==> config.mk <==
export PLATFORM = sky130hd
export DESIGN_NAME = hazard_unit
export DESIGN_NICKNAME = d
export VERILOG_FILES = /design/src/rtl/hazard_unit_pkg.sv /design/src/rtl/hazard_unit_stage.sv /design/src/rtl/hazard_unit.sv
export SDC_FILE = /design/constraint.sdc
export NUM_CORES = 1
export LEC_CHECK = 0
export CORE_ASPECT_RATIO = 0.9
export CORE_UTILIZATION = 50
export CTS_CLUSTER_DIAMETER = 100
export CTS_CLUSTER_SIZE = 14
export DETAILED_ROUTE_END_ITERATION = 8
export GPL_ROUTABILITY_DRIVEN = 0
export GPL_TIMING_DRIVEN = 0
export PLACE_DENSITY = 0.82
export SYNTH_ARGS = -nofsm -noshare
export SYNTH_HDL_FRONTEND = slang
export SYNTH_SLANG_ARGS = --single-unit
==> constraint.sdc <==
create_clock -name clk -period 5.2 [get_ports clk]
set_input_delay 1.04 -clock clk [delete_from_list [all_inputs] [get_ports clk]]
set_output_delay 1.04 -clock clk [all_outputs]
set_load 0.01 [all_outputs]
==> src/rtl/hazard_unit_pkg.sv <==
// Shared pipeline encodings for the hazard/bypass control: bypass selects,
// tnew/use timing codes, mult/div latencies and the tracked stage entry.
package hazard_unit_pkg;

    typedef enum logic [1:0] {
        FWD_GRF    = 2'd0,
        FWD_M      = 2'd1,
        FWD_E_LINK = 2'd2
    } fwd_sel_e;

    localparam logic [1:0] TNEW_LINK = 2'd0;
    localparam logic [1:0] TNEW_ALU  = 2'd1;
    localparam logic [1:0] TNEW_LOAD = 2'd2;

    localparam logic [1:0] USE_BRANCH = 2'd0;
    localparam logic [1:0] USE_ALU    = 2'd1;
    localparam logic [1:0] USE_STORE  = 2'd2;
    localparam logic [1:0] USE_NONE   = 2'd3;

    localparam logic [1:0] MD_NONE = 2'd0;
    localparam logic [1:0] MD_MULT = 2'd1;
    localparam logic [1:0] MD_DIV  = 2'd2;

    localparam logic [3:0] MDU_MULT_CYC = 4'd5;
    localparam logic [3:0] MDU_DIV_CYC  = 4'd10;

    typedef struct packed {
        logic [4:0] wreg;
        logic [1:0] tnew;
        logic       link;
    } stage_t;

    // Saturating tnew countdown as an entry ages by DEC stages.
    function automatic logic [1:0] tnew_dec(input logic [1:0] tnew, input logic [1:0] dec);
        return (tnew > dec) ? tnew - dec : 2'd0;
    endfunction

endpackage

==> src/rtl/hazard_unit_stage.sv <==
// One tracked pipeline stage entry {wreg, tnew, link}; DEC sets how much
// tnew ages when the entry is captured (0 for E, 1 for M).
module hazard_stage_reg
    import hazard_unit_pkg::*;
#(
    parameter int unsigned DEC = 0
) (
    input  logic   clk,
    input  logic   reset,
    input  logic   bubble_i,
    input  stage_t d_i,
    output stage_t q_o
);

    localparam logic [1:0] DEC_W = 2'(DEC);

    stage_t ent_q, ent_d;

    always_comb begin
        ent_d      = d_i;
        ent_d.tnew = tnew_dec(d_i.tnew, DEC_W);
        if (bubble_i) ent_d = '0;
    end

    always_ff @(posedge clk or posedge reset) begin
        if (reset) ent_q <= '0;
        else       ent_q <= ent_d;
    end

    assign q_o = ent_q;

endmodule

==> src/rtl/hazard_unit.sv <==
// Pipeline hazard unit: D-stage operand bypass selection, load-use/branch
// stalls against the E and M entries, and the mult/div busy interlock.
module hazard_unit
    import hazard_unit_pkg::*;
(
    input  logic       clk,
    input  logic       reset,
    input  logic [4:0] rs_d,
    input  logic [4:0] rt_d,
    input  logic [1:0] rs_use,
    input  logic [1:0] rt_use,
    input  logic [4:0] wreg_d,
    input  logic [1:0] tnew_d,
    input  logic       link_d,
    input  logic [1:0] md_start_d,
    input  logic       md_use_d,
    output logic [1:0] trans_d1,
    output logic [1:0] trans_d2,
    output logic       stall_d,
    output logic       flush_e,
    output logic       md_busy
);

    stage_t e_q, m_q, ent_d;
    logic [3:0] cnt_q, cnt_d;
    logic data_stall, busy;

    assign ent_d = '{wreg: wreg_d, tnew: tnew_d, link: link_d};

    hazard_stage_reg #(.DEC(0)) u_stage_e (
        .clk(clk), .reset(reset), .bubble_i(stall_d), .d_i(ent_d), .q_o(e_q)
    );

    hazard_stage_reg #(.DEC(1)) u_stage_m (
        .clk(clk), .reset(reset), .bubble_i(1'b0), .d_i(e_q), .q_o(m_q)
    );

    function automatic logic hit(input logic [4:0] src, input stage_t s);
        return (src != 5'd0) && (src == s.wreg);
    endfunction

    function automatic logic needs_stall(input logic [4:0] src, input logic [1:0] use_c,
                                         input stage_t e, input stage_t m);
        if (use_c == USE_NONE) return 1'b0;
        return (hit(src, e) && (e.tnew > use_c)) || (hit(src, m) && (m.tnew > use_c));
    endfunction

    // A younger E match always shadows M, even when E cannot forward yet.
    function automatic fwd_sel_e pick(input logic [4:0] src, input stage_t e, input stage_t m);
        if (hit(src, e))
            return (e.link && e.tnew == TNEW_LINK) ? FWD_E_LINK : FWD_GRF;
        if (hit(src, m) && m.tnew == 2'd0)
            return FWD_M;
        return FWD_GRF;
    endfunction

    assign busy       = (cnt_q != 4'd0);
    assign data_stall = needs_stall(rs_d, rs_use, e_q, m_q) || needs_stall(rt_d, rt_use, e_q, m_q);
    assign stall_d    = !reset && (data_stall || (md_use_d && busy));
    assign flush_e    = stall_d;
    assign md_busy    = !reset && busy;
    assign trans_d1   = reset ? FWD_GRF : pick(rs_d, e_q, m_q);
    assign trans_d2   = reset ? FWD_GRF : pick(rt_d, e_q, m_q);

    always_comb begin
        cnt_d = cnt_q;
        if (!stall_d && md_start_d == MD_MULT)      cnt_d = MDU_MULT_CYC;
        else if (!stall_d && md_start_d == MD_DIV)  cnt_d = MDU_DIV_CYC;
        else if (busy)                              cnt_d = cnt_q - 4'd1;
    end

    always_ff @(posedge clk or posedge reset) begin
        if (reset) cnt_q <= 4'd0;
        else       cnt_q <= cnt_d;
    end

endmodule
==> results.tsv <==
metric	value	unit
status	complete, no violations	
die height	50.8	um
detailed placement HPWL	2250	um
EDFF count, synth	0	
Overflow after GRT	0	
count of input and output buffers	33	
post-route worst setup slack	352	ps
Worst-Margin Slew	776	ps
Routed WL per cell	13.6	um
P_sw	165	uW
Setup-failing EPs final	0	
Syn. warnings	0	
TritonCTS clock tree	done	
Post-Syn Area	1320	um2
Setup Skew	2.78	ps
Inserted Clock Buffers	3	
Detail Route Antenna Nets	0	
fin util	68.9	%
Ports	34	
CTS Buffer Depth	2	
post-CTS sizing	0	
CTS clock-pin slew for the worst setup and hold paths	90	ps
syn_nets	166	
startpoint type of the worst setup path	input port	
htree depth	1	
Net Sw Frac	33.5	%
worst slew margin relative to its limit	48.2	%
fill count	204	
vias	1048	
dpl cell area	1690	um2
cell area after layout	1710	um2
maximum clock rate	0.206	GHz
GRT Overall Usage	20.6	%
CP endpoint kind	output pin	
DRC	0	
clock latency on the worst-skew pair	280	ps
hold crit path type	flip-flop to flip-flop	
DRT Wirelength	2660	um
syn_area_per_cell	10.2	um2
setup TNS	0	ps
pre-CTS setup slack	390	ps
share of cells above drive strength 1	15.0	%
drt initial violations	52	
pwr dens	287	nW/um2
largest net degree at the start of global routing	22	
top-area cell type share of the netlist area	36.0	%
placed cells	191	
Post-CTS Setup Inserts	0	
endpoints failing hold	0	
Peak VDD IR	0.272	mV
Clock power frac	13.9	%
Leakage	0.697	nW
# nets final	204	
Die Width	56.2	um
Combinational Power Share	44.6	%
core area	2490	um2
FP Rows	17	
number of global-route vias before repair	1075	
Yosys reg bits	19	
Post-synth ARST share	100	%
post-synth top area cell	dfrtp_1	
post-synthesis sequential area ratio	36.0	%
area grow syn2layout	29.6	%
Internal Power	327	uW
fin cells	195	
# diodes	0	
Die ar.	2850	um2
Area contributors post-synth	dfrtp_1 (36%), xnor2_1 (14%), ha_1 (8.5%)	
Initial Utilization	53.1	%
minimum clock period	4850	ps
Critical Path RT	4160	ps
Seq pwr share	41.5	%
Tcrit/Tclk final	93.2	%
Synth Instances	130	
maxcap violations	0	
Post-synth top flop	dfrtp_1	
RSZ-0062 raised after global routing	false	
initial antenna violation count	0	
CTS Hold Buffers Added	0	
CP Class	input port to output pin	
Slew Limit Fails	0	
crit path DAT	3810	ps
clk sinks	19	
first-pass GRT wire length	4570	um
Max FO, Critical Path	10	
Unique masters post-synth	33	
Root Buffer Master	clkbuf_4	
DR vias/cell	5.37	
Pre-antenna DRT Iters	4	
-- synth_stat cells, types with 3 or more instances --
cell     number
a21oi_1       5
a22oi_1       4
and2_2        9
dfrtp_1      19
ha_1          9
inv_1        10
nand2_1       3
nand3_1       5
nor2_1        6
nor2b_1       5
nor3_1        3
nor4_1        5
o21ai_0       4
xnor2_1      21
-- final timing paths --
check	from	depth (start not counted)	slack, ps	endpoint
max in group asynchronous	reset	2	3460	u_stage_m.q_o[7]
min	u_stage_e.q_o[6]	0	460	u_stage_m.q_o[6]
min reg2reg	u_stage_e.q_o[6]	0	460	u_stage_m.q_o[6]
min in group asynchronous	reset	2	1250	u_stage_m.q_o[1]
max reg2reg	cnt_q[0]	8	2700	cnt_q[0]
max	rt_use[1]	11	350	stall_d
-- layout make-up --
cell class | count | area, um2 | share of cell area, %
multi-input combinational | 99 | 791 | 46.1
sequential | 19 | 475 | 27.7
timing repair buffer | 33 | 330 | 19.3
inverter | 10 | 37.5 | 2.19
tap | 28 | 35.0 | 2.04
clock buffer | 4 | 26.3 | 1.53
buffer | 2 | 18.8 | 1.09
-- per-layer routing --
layer | vias to the layer above | part of all wire, % | wire, um | track usage, %
met5 | - | 0 | 0 | 0
met4 | 0 | 1.7 | 45 | 10.6
met3 | 6 | 2.8 | 75 | 2.84
met2 | 25 | 48 | 1290 | 33.3
met1 | 489 | 47 | 1250 | 27.1
li1 | 528 | - | - | -
-- critical path: stages --
cell and delay, ps:
clkdlybuf4s50_1 520, inv_1 80, ha_1 310, a22oi_1 200
o21ai_0 130, nor4_1 430, o41ai_4 200, buf_6 210
inv_1 60, buf_4 100, clkdlybuf4s50_1 520
-- state kept, by name, indices dropped and copies added, names as in the netlist --
signal	cells
u_stage_e.q_o	8
u_stage_m.q_o	7
cnt_q	4
-- power by group through the flow --
stage | sequential [mW] | clock (mW) | combinational (mW)
after CTS | 0.204 | 0.0720 | 0.221
after global placement | 0.206 | 0 | 0.209
after detailed placement | 0.207 | 0 | 0.220
after floorplan | 0.199 | 0 | 0.161
after global routing | 0.209 | 0.0794 | 0.246
final | 0.204 | 0.0683 | 0.219
-- cell usage in the layout, fill, tap and decap left out, drive strengths merged --
cell,instances
a2bb2oi,2
o211ai,1
xnor2,21
mux2i,1
clkbuf,4
nand3,5
o41ai,2
inv,10
nor4,5
nor2b,5
nor4b,1
a21oi,5
nor3b,2
a2bb2o,1
buf,2
or4,2
o22ai,1
nor2,7
or3,1
dfrtp,19
or2b,1
nand2,4
a21boi,1
and2,10
a22oi,4
clkdlybuf4s50,33
nor3,4
o21ai,4
ha,9
-- through the flow --
step                      total power, mW  hold WS (ps)
after floorplan                     0.360           411
after global placement              0.415           445
after detailed placement            0.427           448
after CTS                           0.497           470
after global routing                0.534           490
final                               0.492           464
-- cell families (layout without fill, tap and decap cells) --
kind of cell	count (synthesis)	after routing	synth area share (%)
AND/OR/NAND/NOR	47	47	22.6
AO/OA/AOI/OAI	21	21	14.0
XOR/XNOR	21	21	13.9
flip-flops	19	19	36.0
buffers and inverters	12	49	4.26
adder cells (fa/ha/maj)	9	9	8.51
multiplexers	1	1	0.757
No activity file was read; power rests on OpenSTA's default activity.
